[config.mk]
export PLATFORM = sky130hd
export DESIGN_NAME = wide_add_sequencer
export DESIGN_NICKNAME = d
export VERILOG_FILES = /design/src/rtl/wide_add_sequencer.sv
export SDC_FILE = /design/constraint.sdc
export NUM_CORES = 1
export LEC_CHECK = 0
export ABC_AREA = 1
export BUFFER_PORTS_ARGS = -buffer_cell sky130_fd_sc_hd__buf_4
export CAP_MARGIN = 20
export CORE_MARGIN = 10
export CORE_UTILIZATION = 30
export DETAILED_ROUTE_END_ITERATION = 10
export PLACE_DENSITY_LB_ADDON = 0.15
export SYNTH_ARGS = -nofsm -noshare
export SYNTH_HDL_FRONTEND = slang
export SYNTH_SLANG_ARGS = --single-unit
[constraint.sdc]
create_clock -name clk -period 4.2 [get_ports clk]
set_clock_uncertainty 0.15 [all_clocks]
set_input_delay 0.84 -clock clk [delete_from_list [all_inputs] [get_ports clk]]
set_output_delay 0.84 -clock clk [all_outputs]
set_load 0.02 [all_outputs]
[src/rtl/wide_add_sequencer.sv]
// Multi-precision add/subtract sequencer: steps a shared 16-bit adder through
// WORDS slices, LSB first, chaining the carry through a register.
module wide_add_sequencer #(
  parameter int WORDS = 4
) (
  input  logic                  clk,
  input  logic                  rst_n,
  input  logic                  start,
  input  logic                  op,
  input  logic [16*WORDS-1:0]   a,
  input  logic [16*WORDS-1:0]   b,
  output logic [15:0]           add_a,
  output logic [15:0]           add_b,
  output logic                  add_cin,
  input  logic [15:0]           add_sum,
  input  logic                  add_cout,
  output logic                  busy,
  output logic                  done,
  output logic [16*WORDS-1:0]   result,
  output logic                  carry_out,
  output logic                  overflow
);

  localparam int W  = 16 * WORDS;
  localparam int CW = $clog2(WORDS);
  localparam logic [CW-1:0] LAST = CW'(WORDS - 1);

  typedef enum logic [1:0] {IDLE, RUN, DONE} state_t;

  state_t          state_q, state_d;
  logic [CW-1:0]   cnt_q, cnt_d;
  logic            carry_q, carry_d;
  logic            op_q, op_d;
  logic [W-1:0]    a_q, a_d;
  logic [W-1:0]    b_q, b_d;
  logic [W-1:0]    result_q, result_d;
  logic            busy_q, busy_d;
  logic            done_q, done_d;
  logic            cout_q, cout_d;
  logic            ovf_q, ovf_d;
  logic [CW+3:0]   base;

  assign base = {cnt_q, 4'b0000};

  // Adder operands come only from registered state; quiet outside RUN.
  always_comb begin
    add_a   = 16'h0000;
    add_b   = 16'h0000;
    add_cin = 1'b0;
    if (state_q == RUN) begin
      add_a   = a_q[base +: 16];
      add_b   = b_q[base +: 16] ^ {16{op_q}};
      add_cin = carry_q;
    end
  end

  always_comb begin
    state_d  = state_q;
    cnt_d    = cnt_q;
    carry_d  = carry_q;
    op_d     = op_q;
    a_d      = a_q;
    b_d      = b_q;
    result_d = result_q;
    busy_d   = busy_q;
    done_d   = 1'b0;
    cout_d   = cout_q;
    ovf_d    = ovf_q;
    case (state_q)
      IDLE: begin
        if (start) begin
          a_d     = a;
          b_d     = b;
          op_d    = op;
          cnt_d   = '0;
          // Subtract's +1 enters as the slice-0 carry-in.
          carry_d = op;
          busy_d  = 1'b1;
          state_d = RUN;
        end
      end
      RUN: begin
        result_d[base +: 16] = add_sum;
        carry_d = add_cout;
        cnt_d   = cnt_q + CW'(1);
        if (cnt_q == LAST) begin
          cout_d  = add_cout;
          ovf_d   = (add_a[15] == add_b[15]) && (add_sum[15] != add_a[15]);
          done_d  = 1'b1;
          state_d = DONE;
        end
      end
      DONE: begin
        busy_d  = 1'b0;
        state_d = IDLE;
      end
      default: begin
        busy_d  = 1'b0;
        state_d = IDLE;
      end
    endcase
  end

  always_ff @(posedge clk) begin
    if (!rst_n) begin
      state_q  <= IDLE;
      cnt_q    <= '0;
      carry_q  <= 1'b0;
      op_q     <= 1'b0;
      a_q      <= '0;
      b_q      <= '0;
      result_q <= '0;
      busy_q   <= 1'b0;
      done_q   <= 1'b0;
      cout_q   <= 1'b0;
      ovf_q    <= 1'b0;
    end else begin
      state_q  <= state_d;
      cnt_q    <= cnt_d;
      carry_q  <= carry_d;
      op_q     <= op_d;
      a_q      <= a_d;
      b_q      <= b_d;
      result_q <= result_d;
      busy_q   <= busy_d;
      done_q   <= done_d;
      cout_q   <= cout_d;
      ovf_q    <= ovf_d;
    end
  end

  assign busy      = busy_q;
  assign done      = done_q;
  assign result    = result_q;
  assign carry_out = cout_q;
  assign overflow  = ovf_q;

endmodule

# Word-level counts from Yosys, hierarchy flattened
# Cells that the tools add are included.
# totals
regBits	202
inputBits	149
word_cells	48
# op_classes
n_addsub	2
n_eq_ne	6
n_shift	4
muxes	14
n_bitwise	2
n_reduce_logical	9
# op_table
op	n
$shiftx 64x7->16	2
$bwmux 64	1
$shift 16x8->64 const A	1
$shiftx 16x8->64	1
$mux 16	2
$xor 16x16->16	1
$reduce_and 2->1	6
$neg 6->8	1
$pmux 2 s2	2
$mux 2	3
$mux 1	4
$pmux 1 s2	2
$add 2x1->2 const B	1
$eq 2x1->1 const B	1
$eq 2x2->1 const B	1
$logic_not 2->1	1
$ne 2x1->1 const B	1
$ne 2x2->1 const B	1
$reduce_bool 2->1	1
$eq 1x1->1	1
$logic_and 1x1->1	1
$ne 1x1->1	1
$not 1->1	1

# Depth between registers and ports, before layout
# depth
ltp_word	5
ltp_mapped	11
mapped_depth_nobuf	10

# Worst setup path before layout
# OpenSTA, ideal clock, no wires.
# synth_timing
path_kind	register to output
start	register cnt_q[0]
end	output add_a[0]
t_arrival_ps	1553
t_required_ps	3210
setup_slack_ps	1657
stages_incl_launch_ff	8
cell_sequence	dfxtp_1 > buf_2 > buf_2 > buf_2 > nor2_1 > nor2_1 > o21ai_0 > a21oi_1
# synth_between
elab_chain_len	2
# synth_rtl
item	line_no	rtl
from (decl)	31	logic [CW-1:0] cnt_q, cnt_d;
from (signal assigned)	119	cnt_q <= cnt_d;
$shiftx 64x7->16	51	add_a = a_q[base +: 16];
$mux 16	50	if (state_q == RUN) begin
to (decl)	12	output logic [15:0] add_a,
# Every way passes these cells.

# Worst setup path after layout
# layout_timing
start	register cnt_q[0]
end	output add_b[1]
# layout_between
elab_chain_len	3
# layout_rtl
item	line_no	rtl
$shiftx 64x7->16	52	add_b = b_q[base +: 16] ^ {16{op_q}};
$xor 16x16->16	52	
$mux 16	50	
to (decl)	13	output logic [15:0] add_b,
# Every way passes these cells.

==> impl_results.md <==
* Final Max Slew Viols at 0
* Crit start category: flop
* Via density at 4.694
* Clock Tree Buf Depth at 3
* CP Capture Type: output pin
* Core ar. at 27,710 um2
* WL final at 30,800 um
* Post-CTS Resized at 0
* GRT busiest layer: met2
* Worst min-delay path category: flop to flop
* Netlist cell types at 25
* Die W at 187.4 um
* Global-route wire length before repair at 48,100 um
* Placement Cell Area at 10,520 um2
* Die height at 187.4 um
* CP arrival at 2.44 ns
* Status: finished clean
* P_leak at 4.833 nW
* Layout Cell Area excl Fill at 11,340 um2
* Synth Register Bits at 202
* GR Layer Usage met3 at 3.412%
* Synthesized area at 8409 um2
* Slew HR at 42.97%
* Nets@finish at 1,544
* Post-Syn Instances at 1,188
* Global route total overflow at 0
* RSZ-0062 raised after global routing: false
* M1 GR Usage at 21.94%
* Syn Nets at 1,343
* WL per Instance at 17.25 um
* Post-CTS setup buffer count at 0
* Post-route ant nets at 0
* Peak supply drop at 291.0 uV
* Total track usage at 16.71%
* Pwr/cell area at 434.4 nW/um2
* Post-Place Cells at 1,741
* I/O pins at 250
* Final Hold Fails at 0
* Worst-path maximum fanout at 68
* GR Util met2 at 27.46%
* Clk Latency, worst-skew pair at 0.51 ns
* I/O Buffers at 249
* Worst-Margin Slew at 0.8545 ns
* Syn. warnings at 0
* Hold buffer count at CTS at 0
* Layout cells sized above 1 at 22.39%
* Max Cap Violations at 0
* Final Wtd Congestion at 0.7983
* Crit Path Class: flop to output pin
* FILL cells at 2,946
* Die Area at 35,130 um2
* Syn Area/Cell at 7.079 um2
* Worst-path clk slew at 0.06 ns
* Fmax at 0.2916 GHz
* Setup TNS at 0 ns
* CTS tree: done
* Root Driver: clkbuf_16
* Row cnt at 61
* Initial drt markers at 690
* H-tree depth at 1
* Layout Cells excl Fill at 1,786
* Initial antenna violation count at 1
* Initial Util at 30.35%
* Drt pass-1 iters at 5
* Period utilisation layout at 81.66%
* Setup-failing EPs final at 0
* Vias in the first global route at 8,399
* Synthesis-to-layout area growth at 34.80%
* Final critical-path required period at 3.430 ns
* Largest net degree at the start of global routing at 94
* Vias at 8,383
* Total CTS buffers at 24
* WP data required at 3.21 ns
* Post-detailed-route DRC marker count at 0
* # clock sinks at 202
* Sequential share of the synthesized area at 48.09%
* Final HPWL DP at 21,170 um
* Total Power at 4.924 mW
[layout by cell type (no fill, tap or decap), types with 5 or more instances in the layout]
master     count
a21oi_1      104
clkbuf_8       8
nor2_1       362
ha_1           6
buf_4        261
inv_1         15
nand2_1      152
clkbuf_1       5
clkinv_2       5
o22a_1        15
o21ai_0      204
dfxtp_1      201
clkbuf_16     25
nand3_1       23
[stage by stage]
step	utilization [%]	hold WS, ns	setup WS, ns
final	40.92	0.3008	0.7705
after CTS	40.91	0.3045	0.7584
after global routing	40.92	0.3375	0.5309
after detailed placement	37.98	0.2962	1.285
after global placement	37.89	0.2914	1.331
after floorplan	-	0.2792	1.657
[flip-flops by register name, summed over array words and instances, names as in the netlist, 2 cells and up]
signal / flops
cnt_q: 2
b_q: 64
state_q: 2
a_q: 64
result: 64
[cell usage after synthesis]
| master | n | share of area [%] |
|---|---|---|
| clkbuf_1 | 59 | 2.6 |
| nand2_1 | 152 | 6.8 |
| nor2_4 | 1 | 0.13 |
| nor4_4 | 1 | 0.25 |
| nor3_1 | 2 | 0.12 |
| a21oi_1 | 104 | 6.2 |
| buf_2 | 20 | 1.2 |
| o22a_1 | 15 | 1.6 |
| nand3_1 | 23 | 1.4 |
| inv_1 | 16 | 0.71 |
| buf_6 | 1 | 0.13 |
| a211oi_1 | 1 | 0.089 |
| nor2_2 | 2 | 0.15 |
| ha_1 | 6 | 0.89 |
| buf_4 | 3 | 0.27 |
| o21ai_0 | 204 | 12 |
| nand4_1 | 1 | 0.074 |
| nor3_4 | 2 | 0.39 |
| a31oi_1 | 1 | 0.074 |
| nand2_2 | 2 | 0.15 |
| nor2_1 | 362 | 16 |
| inv_2 | 2 | 0.089 |
| buf_1 | 5 | 0.22 |
| nand2_4 | 1 | 0.13 |
| dfxtp_1 | 202 | 48 |
[worst max-delay path: stages, from the launching register on]
cell     delay [ns]
dfxtp_2        0.33
buf_4          0.63
o21ai_0        0.20
o22a_1         0.24
o21ai_0        0.15
a21oi_1        0.12
buf_4          0.24
[layer usage]
metal / vias up / routed length (um)
li1: 4287 / -
met1: 3825 / 14030
met2: 234 / 14360
met3: 37 / 1756
met4: 0 / 658
met5: - / 0
[path summary, 6_finish.rpt]
path | cells past startpoint | slack, ns | from | end
min | 2 | 0.30 | a_q[15] | a_q[15]
max | 6 | 0.77 | cnt_q[0] | add_b[1]
min reg2reg | 2 | 0.30 | a_q[15] | a_q[15]
max reg2reg | 7 | 1.26 | cnt_q[0] | result[34]
[cell families (layout without fill, tap and decap cells)]
group	after synthesis	count (layout)	synth area share, %
other	0	1	0
DFF	202	202	48.09
buffers and inverters	106	325	5.252
adders and majority gates	6	6	0.8927
and+or+nand+nor	549	549	25.71
AOI/OAI and AO/OA	325	325	20.06
[report_power, final]
| part | total [mW] | switching [mW] | internal (mW) |
|---|---|---|---|
| combinational | 0.724 | 0.447 | 0.277 |
| clock | 2.11 | 0.820 | 1.29 |
| sequential | 2.09 | 0.0570 | 2.04 |
| total | 4.92 | 1.32 | 3.60 |
[cell type report]
type	instances	area (um2)	share of cell area [%]
well taps	378	473.0	4.172
clock buffers	38	754.5	6.656
flip-flops and latches	202	4045	35.68
clock inverters	6	55.05	0.4857
repair buffers	263	2007	17.70
multi-input cells	880	3929	34.66
diodes	1	2.502	0.02208
inverters	18	70.07	0.6181
No activity file was read; power rests on OpenSTA's default activity.
